[src/rtl/axi_stream_pkt_arb.sv]
// Packet-atomic N-channel AXI-stream arbiter: grants one source per packet (round-robin or
// fixed priority), forwards its beats through a registered 2-entry skid buffer, counts packets.
module axi_stream_pkt_arb #(
   parameter int N_CH      = 2,
   parameter int DAT_BYTS  = 8,
   parameter int CTL_BITS  = 8,
   parameter int MOD_BITS  = $clog2(DAT_BYTS),
   parameter int PRIO_MODE = 0,
   parameter int CNT_BITS  = 16
) (
   input  logic                         i_clk,
   input  logic                         i_rst_n,
   input  logic [N_CH-1:0]              i_en,
   input  logic [N_CH-1:0]              i_val,
   output logic [N_CH-1:0]              o_rdy,
   input  logic [N_CH-1:0]              i_sop,
   input  logic [N_CH-1:0]              i_eop,
   input  logic [N_CH-1:0]              i_err,
   input  logic [N_CH*DAT_BYTS*8-1:0]   i_dat,
   input  logic [N_CH*MOD_BITS-1:0]     i_mod,
   input  logic [N_CH*CTL_BITS-1:0]     i_ctl,
   output logic                         o_val,
   input  logic                         i_rdy,
   output logic                         o_sop,
   output logic                         o_eop,
   output logic                         o_err,
   output logic [DAT_BYTS*8-1:0]        o_dat,
   output logic [MOD_BITS-1:0]          o_mod,
   output logic [CTL_BITS-1:0]          o_ctl,
   output logic [$clog2(N_CH)-1:0]      o_chan,
   output logic [N_CH*CNT_BITS-1:0]     o_pkt_cnt,
   output logic                         o_proto_err
);

   localparam int CH_BITS = $clog2(N_CH);
   localparam int DW      = DAT_BYTS * 8;
   localparam int BW      = CH_BITS + 3 + CTL_BITS + MOD_BITS + DW;

   typedef enum logic {S_IDLE, S_LOCK} state_t;

   state_t                   state_q, state_d;
   logic [CH_BITS-1:0]       gnt_q, gnt_d;
   logic [CH_BITS-1:0]       ptr_q, ptr_d;
   logic [N_CH*CNT_BITS-1:0] cnt_q, cnt_d;
   logic                     perr_q, perr_d;
   logic [1:0]               fill_q, fill_d;
   logic [BW-1:0]            head_q, head_d;
   logic [BW-1:0]            skid_q, skid_d;

   logic [N_CH-1:0]          cand;
   logic [N_CH-1:0]          perr_vec;
   logic                     arb_hit;
   logic [CH_BITS-1:0]       arb_ch;
   logic                     perr_hit;
   logic [CH_BITS-1:0]       perr_ch;
   logic                     accept;
   logic                     pop;
   logic                     skid_full;
   logic [BW-1:0]            in_beat;

   assign cand      = i_val & i_en & i_sop;
   assign perr_vec  = i_val & i_en & ~i_sop;
   assign skid_full = (fill_q == 2'd2);
   assign pop       = (fill_q != 2'd0) && i_rdy;

   assign in_beat = {gnt_q, i_sop[gnt_q], i_eop[gnt_q], i_err[gnt_q],
                     i_ctl[gnt_q*CTL_BITS +: CTL_BITS],
                     i_mod[gnt_q*MOD_BITS +: MOD_BITS],
                     i_dat[gnt_q*DW +: DW]};

   // Grant search, plus the lowest channel offering a headless beat while idle
   always_comb begin
      int idx;
      idx      = 0;
      arb_hit  = 1'b0;
      arb_ch   = '0;
      perr_hit = 1'b0;
      perr_ch  = '0;
      if (PRIO_MODE == 1) begin
         for (int c = N_CH - 1; c >= 0; c--) begin
            if (cand[CH_BITS'(c)]) begin
               arb_hit = 1'b1;
               arb_ch  = CH_BITS'(c);
            end
         end
      end else begin
         for (int i = 0; i < N_CH; i++) begin
            idx = (int'(ptr_q) + i) % N_CH;
            if (!arb_hit && cand[CH_BITS'(idx)]) begin
               arb_hit = 1'b1;
               arb_ch  = CH_BITS'(idx);
            end
         end
      end
      for (int c = N_CH - 1; c >= 0; c--) begin
         if (perr_vec[CH_BITS'(c)]) begin
            perr_hit = 1'b1;
            perr_ch  = CH_BITS'(c);
         end
      end
   end

   always_comb begin
      state_d = state_q;
      gnt_d   = gnt_q;
      case (state_q)
         S_IDLE: begin
            if (arb_hit) begin
               state_d = S_LOCK;
               gnt_d   = arb_ch;
            end
         end
         default: begin
            if (accept && i_eop[gnt_q]) state_d = S_IDLE;
         end
      endcase
   end

   always_comb begin
      o_rdy  = '0;
      accept = 1'b0;
      if (state_q == S_LOCK) begin
         accept = i_val[gnt_q] && !skid_full;
         if (i_rst_n) o_rdy[gnt_q] = !skid_full;
      end else if (i_rst_n && perr_hit) begin
         o_rdy[perr_ch] = 1'b1;
      end
   end

   // Output register is the skid head; the second entry only fills while downstream stalls
   always_comb begin
      fill_d = fill_q;
      head_d = head_q;
      skid_d = skid_q;
      case (fill_q)
         2'd0: begin
            if (accept) begin
               head_d = in_beat;
               fill_d = 2'd1;
            end
         end
         2'd1: begin
            if (accept && pop) begin
               head_d = in_beat;
            end else if (accept) begin
               skid_d = in_beat;
               fill_d = 2'd2;
            end else if (pop) begin
               fill_d = 2'd0;
            end
         end
         default: begin
            if (pop) begin
               head_d = skid_q;
               fill_d = 2'd1;
            end
         end
      endcase
   end

   always_comb begin
      cnt_d  = cnt_q;
      ptr_d  = ptr_q;
      perr_d = (state_q == S_IDLE) && perr_hit;
      if (accept && i_eop[gnt_q]) begin
         ptr_d = (gnt_q == CH_BITS'(N_CH - 1)) ? '0 : gnt_q + CH_BITS'(1);
         for (int c = 0; c < N_CH; c++) begin
            if (gnt_q == CH_BITS'(c) && cnt_q[c*CNT_BITS +: CNT_BITS] != {CNT_BITS{1'b1}})
               cnt_d[c*CNT_BITS +: CNT_BITS] = cnt_q[c*CNT_BITS +: CNT_BITS] + CNT_BITS'(1);
         end
      end
   end

   always_ff @(posedge i_clk) begin
      if (!i_rst_n) begin
         state_q <= S_IDLE;
         gnt_q   <= '0;
         ptr_q   <= '0;
         cnt_q   <= '0;
         perr_q  <= 1'b0;
         fill_q  <= 2'd0;
         head_q  <= '0;
         skid_q  <= '0;
      end else begin
         state_q <= state_d;
         gnt_q   <= gnt_d;
         ptr_q   <= ptr_d;
         cnt_q   <= cnt_d;
         perr_q  <= perr_d;
         fill_q  <= fill_d;
         head_q  <= head_d;
         skid_q  <= skid_d;
      end
   end

   assign o_val       = (fill_q != 2'd0);
   assign o_pkt_cnt   = cnt_q;
   assign o_proto_err = perr_q;
   assign {o_chan, o_sop, o_eop, o_err, o_ctl, o_mod, o_dat} = head_q;

endmodule
[config.mk]
export PLATFORM = sky130hd
export DESIGN_NAME = axi_stream_pkt_arb
export DESIGN_NICKNAME = d
export VERILOG_FILES = /design/src/rtl/axi_stream_pkt_arb.sv
export SDC_FILE = /design/constraint.sdc
export NUM_CORES = 1
export LEC_CHECK = 0
export ABC_AREA = 1
export BUFFER_PORTS_ARGS = -buffer_cell sky130_fd_sc_hd__buf_4
export CAP_MARGIN = 5
export CORE_ASPECT_RATIO = 2
export CORE_MARGIN = 3
export CORE_UTILIZATION = 50
export CTS_CLUSTER_SIZE = 20
export DETAILED_ROUTE_END_ITERATION = 7
export GPL_TIMING_DRIVEN = 0
export MAX_ROUTING_LAYER = met4
export PLACE_DENSITY = 0.78
export SLEW_MARGIN = 20
export SYNTH_ARGS = -nofsm -noshare
export SYNTH_HDL_FRONTEND = slang
export SYNTH_SLANG_ARGS = --single-unit
[constraint.sdc]
create_clock -name i_clk -period 2.4 [get_ports i_clk]
set_input_delay 0.12 -clock i_clk [delete_from_list [all_inputs] [get_ports i_clk]]
set_output_delay 0.12 -clock i_clk [all_outputs]
set_load 0.03 [all_outputs]
==> impl_results.html, run 1 <==
<table>
<tr><th>Metric</th><th>Value</th></tr>
<tr><th colspan="2">Routing</th></tr>
<tr><td>Routed length per placed instance</td><td>between 15 and 20 um</td></tr>
<tr><td>Drt via density</td><td>5.26</td></tr>
<tr><td>Final routed wirelength across all metal layers</td><td>roughly 31000 um</td></tr>
<tr><td>DR pass1 iterations</td><td>5</td></tr>
<tr><td>Antenna Nets Post-Route</td><td>0</td></tr>
<tr><td>Post-route DRC violation count</td><td>0</td></tr>
<tr><td>Vias</td><td>10279</td></tr>
<tr><td>Starting DRC count in detailed routing</td><td>428</td></tr>
<tr><th colspan="2">Clock tree</th></tr>
<tr><td>Clock latency reported for the late side of the worst-skew pair</td><td>0.45 ns</td></tr>
<tr><td>Number of H-tree levels</td><td>4</td></tr>
<tr><td>Number of post-CTS setup repair buffers</td><td>0</td></tr>
<tr><td>Number of buffers created by CTS</td><td>17</td></tr>
<tr><td>Clk slew on worst S/H paths</td><td>~0.07 ns</td></tr>
<tr><td>CTS tree</td><td>built</td></tr>
<tr><td>Clock tree buffer depth</td><td>2</td></tr>
<tr><td>Number of sinks driven by the clock tree</td><td>196</td></tr>
<tr><td>Cell at the root of the clock tree</td><td>sky130_fd_sc_hd__clkbuf_16</td></tr>
<tr><th colspan="2">Synthesis</th></tr>
<tr><td>Cell taking the most area after synthesis</td><td>sky130_fd_sc_hd__dfxtp_1</td></tr>
<tr><td>Warnings, synthesis</td><td>0</td></tr>
<tr><td>Fraction of synthesized cell area taken by the top area cell type</td><td>0.413</td></tr>
<tr><td>Async SR Flop Fraction</td><td>0</td></tr>
<tr><td>Number of synthesized register bits</td><td>196</td></tr>
<tr><td>Top cells by instance count after synthesis</td><td>sky130_fd_sc_hd__nand2_1 (293), sky130_fd_sc_hd__o21ai_0 (243), sky130_fd_sc_hd__nor2_1 (212), sky130_fd_sc_hd__dfxtp_1 (196), sky130_fd_sc_hd__or2_2 (114)</td></tr>
<tr><td>Sequential share of the synthesized area</td><td>0.413</td></tr>
<tr><td>Cell variety after synth</td><td>29</td></tr>
<tr><td>Number of flops mapped to enable cells by yosys</td><td>0</td></tr>
<tr><td>Average footprint of a synthesized cell</td><td>about 6.8 um^2</td></tr>
<tr><td>Dominant register cell in the synthesized netlist</td><td>sky130_fd_sc_hd__dfxtp_1</td></tr>
<tr><td>Mux contribution to synthesized area</td><td>0</td></tr>
<tr><td>Area fraction in and, or, nand and nor cells after synthesis</td><td>0.328</td></tr>
<tr><td>Main combinational cell family by area after synthesis</td><td>simple AND/OR/NAND/NOR gates</td></tr>
<tr><td>Adder-cell share of the synthesized area</td><td>0.00263</td></tr>
<tr><td>Top cells by area in the synthesized netlist</td><td>sky130_fd_sc_hd__dfxtp_1 (41%), sky130_fd_sc_hd__o21ai_0 (13%), sky130_fd_sc_hd__nand2_1 (12%)</td></tr>
<tr><td>Post-synthesis cell area</td><td>9500 um^2</td></tr>
<tr><td>Xor and xnor area share after synthesis</td><td>0.00922</td></tr>
<tr><td>Synth Area in Compound Gates</td><td>0.190</td></tr>
<tr><td>Most frequent cell after synthesis</td><td>sky130_fd_sc_hd__nand2_1</td></tr>
<tr><td>Synth Net Count</td><td>~1600</td></tr>
<tr><td>Cell count after synthesis</td><td>around 1400</td></tr>
<tr><th colspan="2">Worst setup path</th></tr>
<tr><td>CP Max Fanout</td><td>10</td></tr>
<tr><td>Worst path slowest cell</td><td>sky130_fd_sc_hd__clkbuf_1</td></tr>
<tr><td>Reg-to-reg critical path endpoint</td><td>o_pkt_cnt[24]</td></tr>
<tr><td>CP Data Required Time</td><td>2.76 ns</td></tr>
<tr><td>Category of the worst setup path capture point</td><td>flip-flop</td></tr>
<tr><td>Critical Setup Path Class</td><td>reg -&gt; reg</td></tr>
<tr><td>Setup slack of the worst register-to-register path</td><td>0.16 ns</td></tr>
<tr><td>R2r startpoint</td><td>gnt_q</td></tr>
<tr><td>Top delay family on crit path</td><td>buffers and inverters</td></tr>
<tr><td>Startpoint of the worst setup timing path</td><td>gnt_q</td></tr>
<tr><td>Series of cell instances along the critical path</td><td>buf_4, clkbuf_1, nand4_1, nor2_2, buf_2, nand2_1, a21oi_1</td></tr>
<tr><td>Buffer and inverter count on the worst path</td><td>3</td></tr>
<tr><td>Maximum cell stage delay along the critical path</td><td>0.52 ns</td></tr>
<tr><td>Crit path arrival time</td><td>between 2 and 3 ns</td></tr>
<tr><td>WP depth</td><td>7</td></tr>
<tr><td>Number of cells on the worst reg-to-reg path</td><td>7</td></tr>
<tr><td>Critical path endpoint</td><td>o_pkt_cnt[24]</td></tr>
<tr><td>Startpoint Class</td><td>flip-flop</td></tr>
<tr><th colspan="2">STA</th></tr>
<tr><td>Number of hold-slack violations in the final timing report</td><td>0</td></tr>
<tr><td>Slew at the pin with the worst max-slew slack</td><td>0.819 ns</td></tr>
<tr><td>Final setup fails</td><td>0</td></tr>
<tr><td>Worst rel slew slack</td><td>0.454</td></tr>
<tr><td>F_max</td><td>0.446 GHz</td></tr>
<tr><td>Smallest hold slack</td><td>0.0428 ns</td></tr>
<tr><td>Minimum period implied by the final worst setup slack</td><td>between 2 and 2.5 ns</td></tr>
<tr><td>Share of the clock period used by the worst path after layout</td><td>0.934</td></tr>
<tr><td>Setup_tns</td><td>0 ns</td></tr>
<tr><td>Number of pins with negative max-slew slack in the final report</td><td>0</td></tr>
<tr><td>Unrepaired setup endpoints after global routing</td><td>false</td></tr>
<tr><td>Worst Skew</td><td>0.0107 ns</td></tr>
<tr><th colspan="2">Placement</th></tr>
<tr><td>Quantity of I/O buffers inserted on ports</td><td>between 200 and 300</td></tr>
<tr><td>Final RePlAce weighted congestion</td><td>0.936</td></tr>
<tr><td>HPWL Detailed</td><td>23800 um</td></tr>
<tr><th colspan="2">Global route</th></tr>
<tr><td>GRT overflow</td><td>0</td></tr>
<tr><td>Vias in the first global route</td><td>9897</td></tr>
<tr><td>Largest net degree at the start of global routing</td><td>17</td></tr>
<tr><td>Number of antenna violations at the first check in global routing</td><td>1</td></tr>
<tr><td>Wire length of the first global-routing pass</td><td>48100 um</td></tr>
<tr><td>Global router's overall resource usage</td><td>0.303</td></tr>
<tr><th colspan="2">Run</th></tr>
<tr><td>Maxcap violations</td><td>0</td></tr>
<tr><th colspan="2">Floorplan</th></tr>
<tr><td>Total number of placement rows</td><td>70</td></tr>
<tr><td>Number of top-level pins</td><td>278</td></tr>
<tr><td>Area of the core</td><td>18500 um^2</td></tr>
<tr><td>Die ar.</td><td>20800 um^2</td></tr>
<tr><td>Horizontal die dimension</td><td>between 100 and 150 um</td></tr>
<tr><td>Initial cell density of the core</td><td>0.514</td></tr>
<tr><td>Chip Height</td><td>roughly 200 um</td></tr>
<tr><th colspan="2">Finish</th></tr>
<tr><td>Proportion of layout cells with a drive suffix above 1</td><td>0.267</td></tr>
<tr><td>Multi-input gate area in the final layout</td><td>between 5000 and 6000 um^2</td></tr>
<tr><td>Area taken by flip-flops and latches</td><td>between 3000 and 4000 um^2</td></tr>
<tr><td>Total Nets Final</td><td>1856</td></tr>
<tr><td>Fill cell instance count of the final layout</td><td>1769</td></tr>
<tr><td>Area added between synthesis and finish</td><td>30.5%</td></tr>
<tr><th colspan="2">Power and ir drop</th></tr>
<tr><td>Worst ir drop on vdd</td><td>approximately 0.00045 V</td></tr>
<tr><td>LEAKAGE</td><td>4.85 nW</td></tr>
<tr><td>Design Power</td><td>6.89 mW</td></tr>
<tr><td>Ratio of total power to cell area</td><td>around 560 nW/um^2</td></tr>
<tr><th colspan="2">Worst hold path</th></tr>
<tr><td>Worst min path class</td><td>in -&gt; reg</td></tr>
<tr><th colspan="2">Status</th></tr>
<tr><td>Run status</td><td>completed</td></tr>
</table>
-- report_power, final --
group          internal, mW  total [mW]  switching, mW
logic                 0.420       0.945          0.525
clock network          1.34        2.59           1.25
registers              3.32        3.36         0.0392
total                  5.07        6.89           1.81
-- logic make-up (layout without fill, tap and decap cells) --
| family | Yosys count | in the layout |
|---|---|---|
| AND/OR/NAND/NOR | 700 | 700 |
| AO/OA/AOI/OAI | 361 | 361 |
| flip-flops | 196 | 196 |
| buffers and inverters | 128 | 433 |
| XOR/XNOR | 10 | 10 |
| adder cells (fa/ha/maj) | 2 | 2 |
| other | 0 | 1 |
-- cell type report --
type | instances | area share
antenna | 1 | 0.000202
buffer | 93 | 0.0328
clock buffer | 22 | 0.0366
clock inverter | 8 | 0.00464
inverter | 35 | 0.0108
multi-input combinational | 1073 | 0.406
sequential | 196 | 0.317
tap | 252 | 0.0254
timing repair buffer | 275 | 0.167
-- worst min-delay path by stage --
stage                  to  depth (start not counted)        from
3_5_place_dp   skid_q[76]                          2  skid_q[76]
6_report          state_q                          3    i_val[0]
4_1_cts           state_q                          3    i_val[0]
2_1_floorplan       gnt_q                          2    i_sop[0]
3_3_place_gp   skid_q[76]                          2  skid_q[76]
5_1_grt           state_q                          3    i_val[0]
-- tightest hold or removal path, cell delays in order --
cell	delay, ns
sky130_fd_sc_hd__buf_4	0.12
sky130_fd_sc_hd__nand4_1	0.12
sky130_fd_sc_hd__a21oi_1	0.08
-- cells in the final DEF, fill, tap and decap left out, types with 2 or more instances in the layout --
master,n
sky130_fd_sc_hd__a21oi_1,113
sky130_fd_sc_hd__buf_1,3
sky130_fd_sc_hd__buf_2,22
sky130_fd_sc_hd__buf_4,277
sky130_fd_sc_hd__buf_6,3
sky130_fd_sc_hd__clkbuf_1,67
sky130_fd_sc_hd__clkbuf_16,17
sky130_fd_sc_hd__clkinvlp_4,7
sky130_fd_sc_hd__dfxtp_1,196
sky130_fd_sc_hd__ha_1,2
sky130_fd_sc_hd__inv_1,31
sky130_fd_sc_hd__inv_2,3
sky130_fd_sc_hd__nand2_1,293
sky130_fd_sc_hd__nand2_2,2
sky130_fd_sc_hd__nand2_4,2
sky130_fd_sc_hd__nand3_1,19
sky130_fd_sc_hd__nand4_1,12
sky130_fd_sc_hd__nor2_1,211
sky130_fd_sc_hd__nor2_2,3
sky130_fd_sc_hd__o21ai_0,243
sky130_fd_sc_hd__o21ai_1,4
sky130_fd_sc_hd__or2_1,40
sky130_fd_sc_hd__or2_2,114
sky130_fd_sc_hd__xnor2_1,6
sky130_fd_sc_hd__xor2_1,4
-- per-stage QoR --
step           worst slack [ns]  utilization  cell area [um^2]  instances
6_report                  0.159        0.671             12400       1955
5_1_grt                  0.0324        0.671             12400       1955
4_1_cts                   0.156        0.671             12400       1954
3_5_place_dp              0.171        0.643             11900       1924
3_3_place_gp              0.221        0.643             11900       1924
2_1_floorplan             0.493            -              9500       1397
-- per-layer routing --
layer | up-vias | share of wire | global-route usage
li1 | 5106 | - | -
met1 | 4686 | 0.35 | 0.302
met2 | 375 | 0.53 | 0.531
met3 | 112 | 0.057 | 0.0550
met4 | 0 | 0.058 | 0.175
met5 | - | 0 | -
-- timing repair --
action / 4_1_cts / 5_1_grt
setup endpoints to repair: 0 / 7
hold buffers: 0 / 0
resized for setup: 0 / 1
-- registers in the layout, indices dropped and copies added (netlist names) --
register and count:
o_pkt_cnt 32, fill_q 2, o_proto_err 1, head_q 79, state_q 1, ptr_q 1, gnt_q 1, skid_q 79
Note: power is estimated with default switching activity, not from simulation.
==> inputs of run 2 (changes only) <==
--- a/config.mk
+++ b/config.mk
@@ -10,12 +10,12 @@
 export CAP_MARGIN = 5
 export CORE_ASPECT_RATIO = 2
 export CORE_MARGIN = 3
-export CORE_UTILIZATION = 50
+export CORE_UTILIZATION = 45
 export CTS_CLUSTER_SIZE = 20
 export DETAILED_ROUTE_END_ITERATION = 7
 export GPL_TIMING_DRIVEN = 0
 export MAX_ROUTING_LAYER = met4
-export PLACE_DENSITY = 0.78
+export PLACE_DENSITY = 0.71
 export SLEW_MARGIN = 20
 export SYNTH_ARGS = -nofsm -noshare
 export SYNTH_HDL_FRONTEND = slang
==> run 2 against run 1 <==
Critical path type unchanged. Setup slack gained 0.085 ns. Combinational power decreased by 0.7%. Sequential share of layout area is 0.18 points lower. Clock power increased by 8.5%.
==> impl_results.html, run 2 (synthesis results as in run 1) <==
<table>
<tr><th>Metric</th><th>Value</th></tr>
<tr><th colspan="2">Status</th></tr>
<tr><td>Run status</td><td>completed</td></tr>
<tr><th colspan="2">Power and ir drop</th></tr>
<tr><td>Ratio of total power to cell area</td><td>570 nW/um^2 (+2.5%)</td></tr>
<tr><td>Worst ir drop on vdd</td><td>0.000401 V (-11%)</td></tr>
<tr><td>LEAKAGE</td><td>4.90 nW (+1.1%)</td></tr>
<tr><th colspan="2">Placement</th></tr>
<tr><td>Final RePlAce weighted congestion</td><td>0.873 (-6.8%)</td></tr>
<tr><td>Quantity of I/O buffers inserted on ports</td><td>275 (unchanged)</td></tr>
<tr><td>HPWL Detailed</td><td>24100 um (+1.3%)</td></tr>
<tr><th colspan="2">STA</th></tr>
<tr><td>Minimum period implied by the final worst setup slack</td><td>2.16 ns (-0.0847 ns)</td></tr>
<tr><td>Worst rel slew slack</td><td>0.528 (+0.0735)</td></tr>
<tr><td>Final setup fails</td><td>0 (unchanged)</td></tr>
<tr><td>Share of the clock period used by the worst path after layout</td><td>0.898 (-0.0353)</td></tr>
<tr><td>Smallest hold slack</td><td>0.0482 ns (+0.00543 ns)</td></tr>
<tr><td>Unrepaired setup endpoints after global routing</td><td>false</td></tr>
<tr><td>Slew at the pin with the worst max-slew slack</td><td>0.708 ns (-0.110 ns)</td></tr>
<tr><td>Setup_tns</td><td>0 ns (unchanged)</td></tr>
<tr><td>Number of hold-slack violations in the final timing report</td><td>0 (unchanged)</td></tr>
<tr><td>F_max</td><td>0.464 GHz (+3.9%)</td></tr>
<tr><td>Number of pins with negative max-slew slack in the final report</td><td>0 (unchanged)</td></tr>
<tr><td>Worst Skew</td><td>0.0122 ns (+0.00145 ns)</td></tr>
<tr><th colspan="2">Worst setup path</th></tr>
<tr><td>Worst path slowest cell</td><td>sky130_fd_sc_hd__clkbuf_1</td></tr>
<tr><td>Setup slack of the worst register-to-register path</td><td>0.24 ns (+0.08 ns)</td></tr>
<tr><td>Category of the worst setup path capture point</td><td>flip-flop</td></tr>
<tr><td>R2r startpoint</td><td>gnt_q</td></tr>
<tr><td>Maximum cell stage delay along the critical path</td><td>0.42 ns (-0.10 ns)</td></tr>
<tr><td>CP Data Required Time</td><td>2.77 ns (about the same)</td></tr>
<tr><td>Series of cell instances along the critical path</td><td>buf_4, clkbuf_1, nand4_1, nor2_2, buf_2, nand2_1, a21oi_1</td></tr>
<tr><td>Crit path arrival time</td><td>2.52 ns (-0.08 ns)</td></tr>
<tr><td>Critical Setup Path Class</td><td>reg -&gt; reg</td></tr>
<tr><td>Number of cells on the worst reg-to-reg path</td><td>7 (unchanged)</td></tr>
<tr><td>Reg-to-reg critical path endpoint</td><td>o_pkt_cnt[23]</td></tr>
<tr><td>CP Max Fanout</td><td>10 (unchanged)</td></tr>
<tr><td>Startpoint Class</td><td>flip-flop</td></tr>
<tr><th colspan="2">Clock tree</th></tr>
<tr><td>Number of H-tree levels</td><td>4 (unchanged)</td></tr>
<tr><td>Number of sinks driven by the clock tree</td><td>196 (unchanged)</td></tr>
<tr><td>Number of post-CTS setup repair buffers</td><td>0 (unchanged)</td></tr>
<tr><td>CTS tree</td><td>built</td></tr>
<tr><td>Cell at the root of the clock tree</td><td>sky130_fd_sc_hd__clkbuf_16</td></tr>
<tr><td>Clock latency reported for the late side of the worst-skew pair</td><td>0.44 ns (about the same)</td></tr>
<tr><td>Number of buffers created by CTS</td><td>17 (unchanged)</td></tr>
<tr><td>Count of hold-fix buffers inserted at cts</td><td>0 (unchanged)</td></tr>
<tr><td>Clk slew on worst S/H paths</td><td>0.07 ns (about the same)</td></tr>
<tr><td>Total of cells resized after clock tree synthesis</td><td>0 (unchanged)</td></tr>
<tr><td>Clock tree buffer depth</td><td>2 (unchanged)</td></tr>
<tr><th colspan="2">Routing</th></tr>
<tr><td>Starting DRC count in detailed routing</td><td>519 (+21%)</td></tr>
<tr><td>Routed length per placed instance</td><td>15.8 um (-0.47%)</td></tr>
<tr><td>Final routed wirelength across all metal layers</td><td>31100 um (+0.24%)</td></tr>
<tr><td>Post-route DRC violation count</td><td>0 (unchanged)</td></tr>
<tr><td>DR pass1 iterations</td><td>5 (unchanged)</td></tr>
<tr><td>Drt via density</td><td>5.18 (-1.5%)</td></tr>
<tr><td>Vias</td><td>10202 (-0.75%)</td></tr>
<tr><td>Antenna Nets Post-Route</td><td>0 (unchanged)</td></tr>
<tr><th colspan="2">Finish</th></tr>
<tr><td>Area taken by flip-flops and latches</td><td>3920 um^2 (unchanged)</td></tr>
<tr><td>Total Nets Final</td><td>1856 (unchanged)</td></tr>
<tr><td>Proportion of layout cells with a drive suffix above 1</td><td>0.269 (+0.00160)</td></tr>
<tr><td>Commonest cells after routing, fill and taps aside</td><td>sky130_fd_sc_hd__nand2_1 (293), sky130_fd_sc_hd__buf_4 (277), sky130_fd_sc_hd__o21ai_0 (243)</td></tr>
<tr><td>Commonest non-fill, non-tap cell in the layout</td><td>sky130_fd_sc_hd__nand2_1</td></tr>
<tr><td>Area added between synthesis and finish</td><td>31.2%</td></tr>
<tr><td>Fill cell instance count of the final layout</td><td>2093 (+18%)</td></tr>
<tr><td>Antenna Cells</td><td>0 (-1)</td></tr>
<tr><td>Multi-input gate area in the final layout</td><td>5040 um^2 (about the same)</td></tr>
<tr><th colspan="2">Global route</th></tr>
<tr><td>Largest net degree at the start of global routing</td><td>17 (unchanged)</td></tr>
<tr><td>Global router's overall resource usage</td><td>0.273 (-0.0305)</td></tr>
<tr><td>Vias in the first global route</td><td>9681 (-2.2%)</td></tr>
<tr><td>GRT overflow</td><td>0 (unchanged)</td></tr>
<tr><td>Wire length of the first global-routing pass</td><td>47800 um (-0.66%)</td></tr>
<tr><td>Number of antenna violations at the first check in global routing</td><td>0 (-1)</td></tr>
<tr><th colspan="2">Floorplan</th></tr>
<tr><td>Chip Height</td><td>211 um (+5.2%)</td></tr>
<tr><td>Die ar.</td><td>23000 um^2 (+11%)</td></tr>
<tr><td>Area of the core</td><td>20600 um^2 (+11%)</td></tr>
<tr><td>Total number of placement rows</td><td>74 (+5.7%)</td></tr>
<tr><td>Horizontal die dimension</td><td>109 um (+5.1%)</td></tr>
<tr><td>Number of top-level pins</td><td>278 (unchanged)</td></tr>
<tr><td>Initial cell density of the core</td><td>0.462 (-0.0519)</td></tr>
<tr><th colspan="2">Worst hold path</th></tr>
<tr><td>Number of cells on the worst hold path</td><td>3 (unchanged)</td></tr>
<tr><td>Startpoint of the tightest hold check path</td><td>i_val[0]</td></tr>
<tr><td>Worst min path class</td><td>in -&gt; reg</td></tr>
<tr><td>Hold Path Sink</td><td>state_q</td></tr>
<tr><th colspan="2">Run</th></tr>
<tr><td>Maxcap violations</td><td>0 (unchanged)</td></tr>
</table>
-- run 2: worst max path at each step --
| stage | start | to | slack [ns] |
|---|---|---|---|
| global placement | gnt_q | o_pkt_cnt[24] | 0.30 |
| detailed placement | gnt_q | o_pkt_cnt[23] | 0.24 |
| finish | gnt_q | o_pkt_cnt[23] | 0.24 |
| floorplan | o_pkt_cnt[16] | o_pkt_cnt[28] | 0.49 |
| CTS | o_pkt_cnt[16] | o_pkt_cnt[23] | 0.24 |
| global route | o_pkt_cnt[16] | o_pkt_cnt[23] | 0.03 |
-- run 2: report_power, final --
group / internal, mW / total [mW] / leakage, nW / switching [mW]
clock network: 1.52 / 2.81 / 0.280 / 1.29
logic: 0.420 / 0.938 / 3.04 / 0.518
registers: 3.32 / 3.35 / 1.58 / 0.0386
total: 5.26 / 7.11 / 4.90 / 1.85
-- run 2: metal layers --
metal | track usage | vias to the layer above | wire [um]
met5 | - | - | 0
met4 | 0.119 | 0 | 1290
met3 | 0.0421 | 77 | 1560
met2 | 0.516 | 324 | 17200
met1 | 0.268 | 4700 | 11100
li1 | - | 5101 | -
-- run 2: through the flow --
stage	utilization	std cells	power, mW	instance area, um^2	setup slack [ns]
after floorplan	-	1397	3.92	9500	0.493
after global placement	0.579	1938	4.36	11900	0.298
after detailed placement	0.579	1938	4.37	11900	0.240
after CTS	0.607	1969	7.14	12500	0.239
after global routing	0.607	1969	7.36	12500	0.0276
final	0.607	1969	7.11	12500	0.244
-- run 2: cell type report --
| cell class | count | share of cell area |
|---|---|---|
| tap | 266 | 0.0267 |
| clock inverter | 10 | 0.00803 |
| clock buffer | 21 | 0.0377 |
| inverter | 35 | 0.0107 |
| multi-input combinational | 1073 | 0.404 |
| sequential | 196 | 0.315 |
| timing repair buffer | 275 | 0.166 |
| buffer | 93 | 0.0326 |
-- run 2: critical path: cells and delay by family, from the launching register on --
family	cells	cell delay, ns
compound gates	1	0.14
flops	1	0.34
buf+inv	3	0.98
simple gates	3	0.60
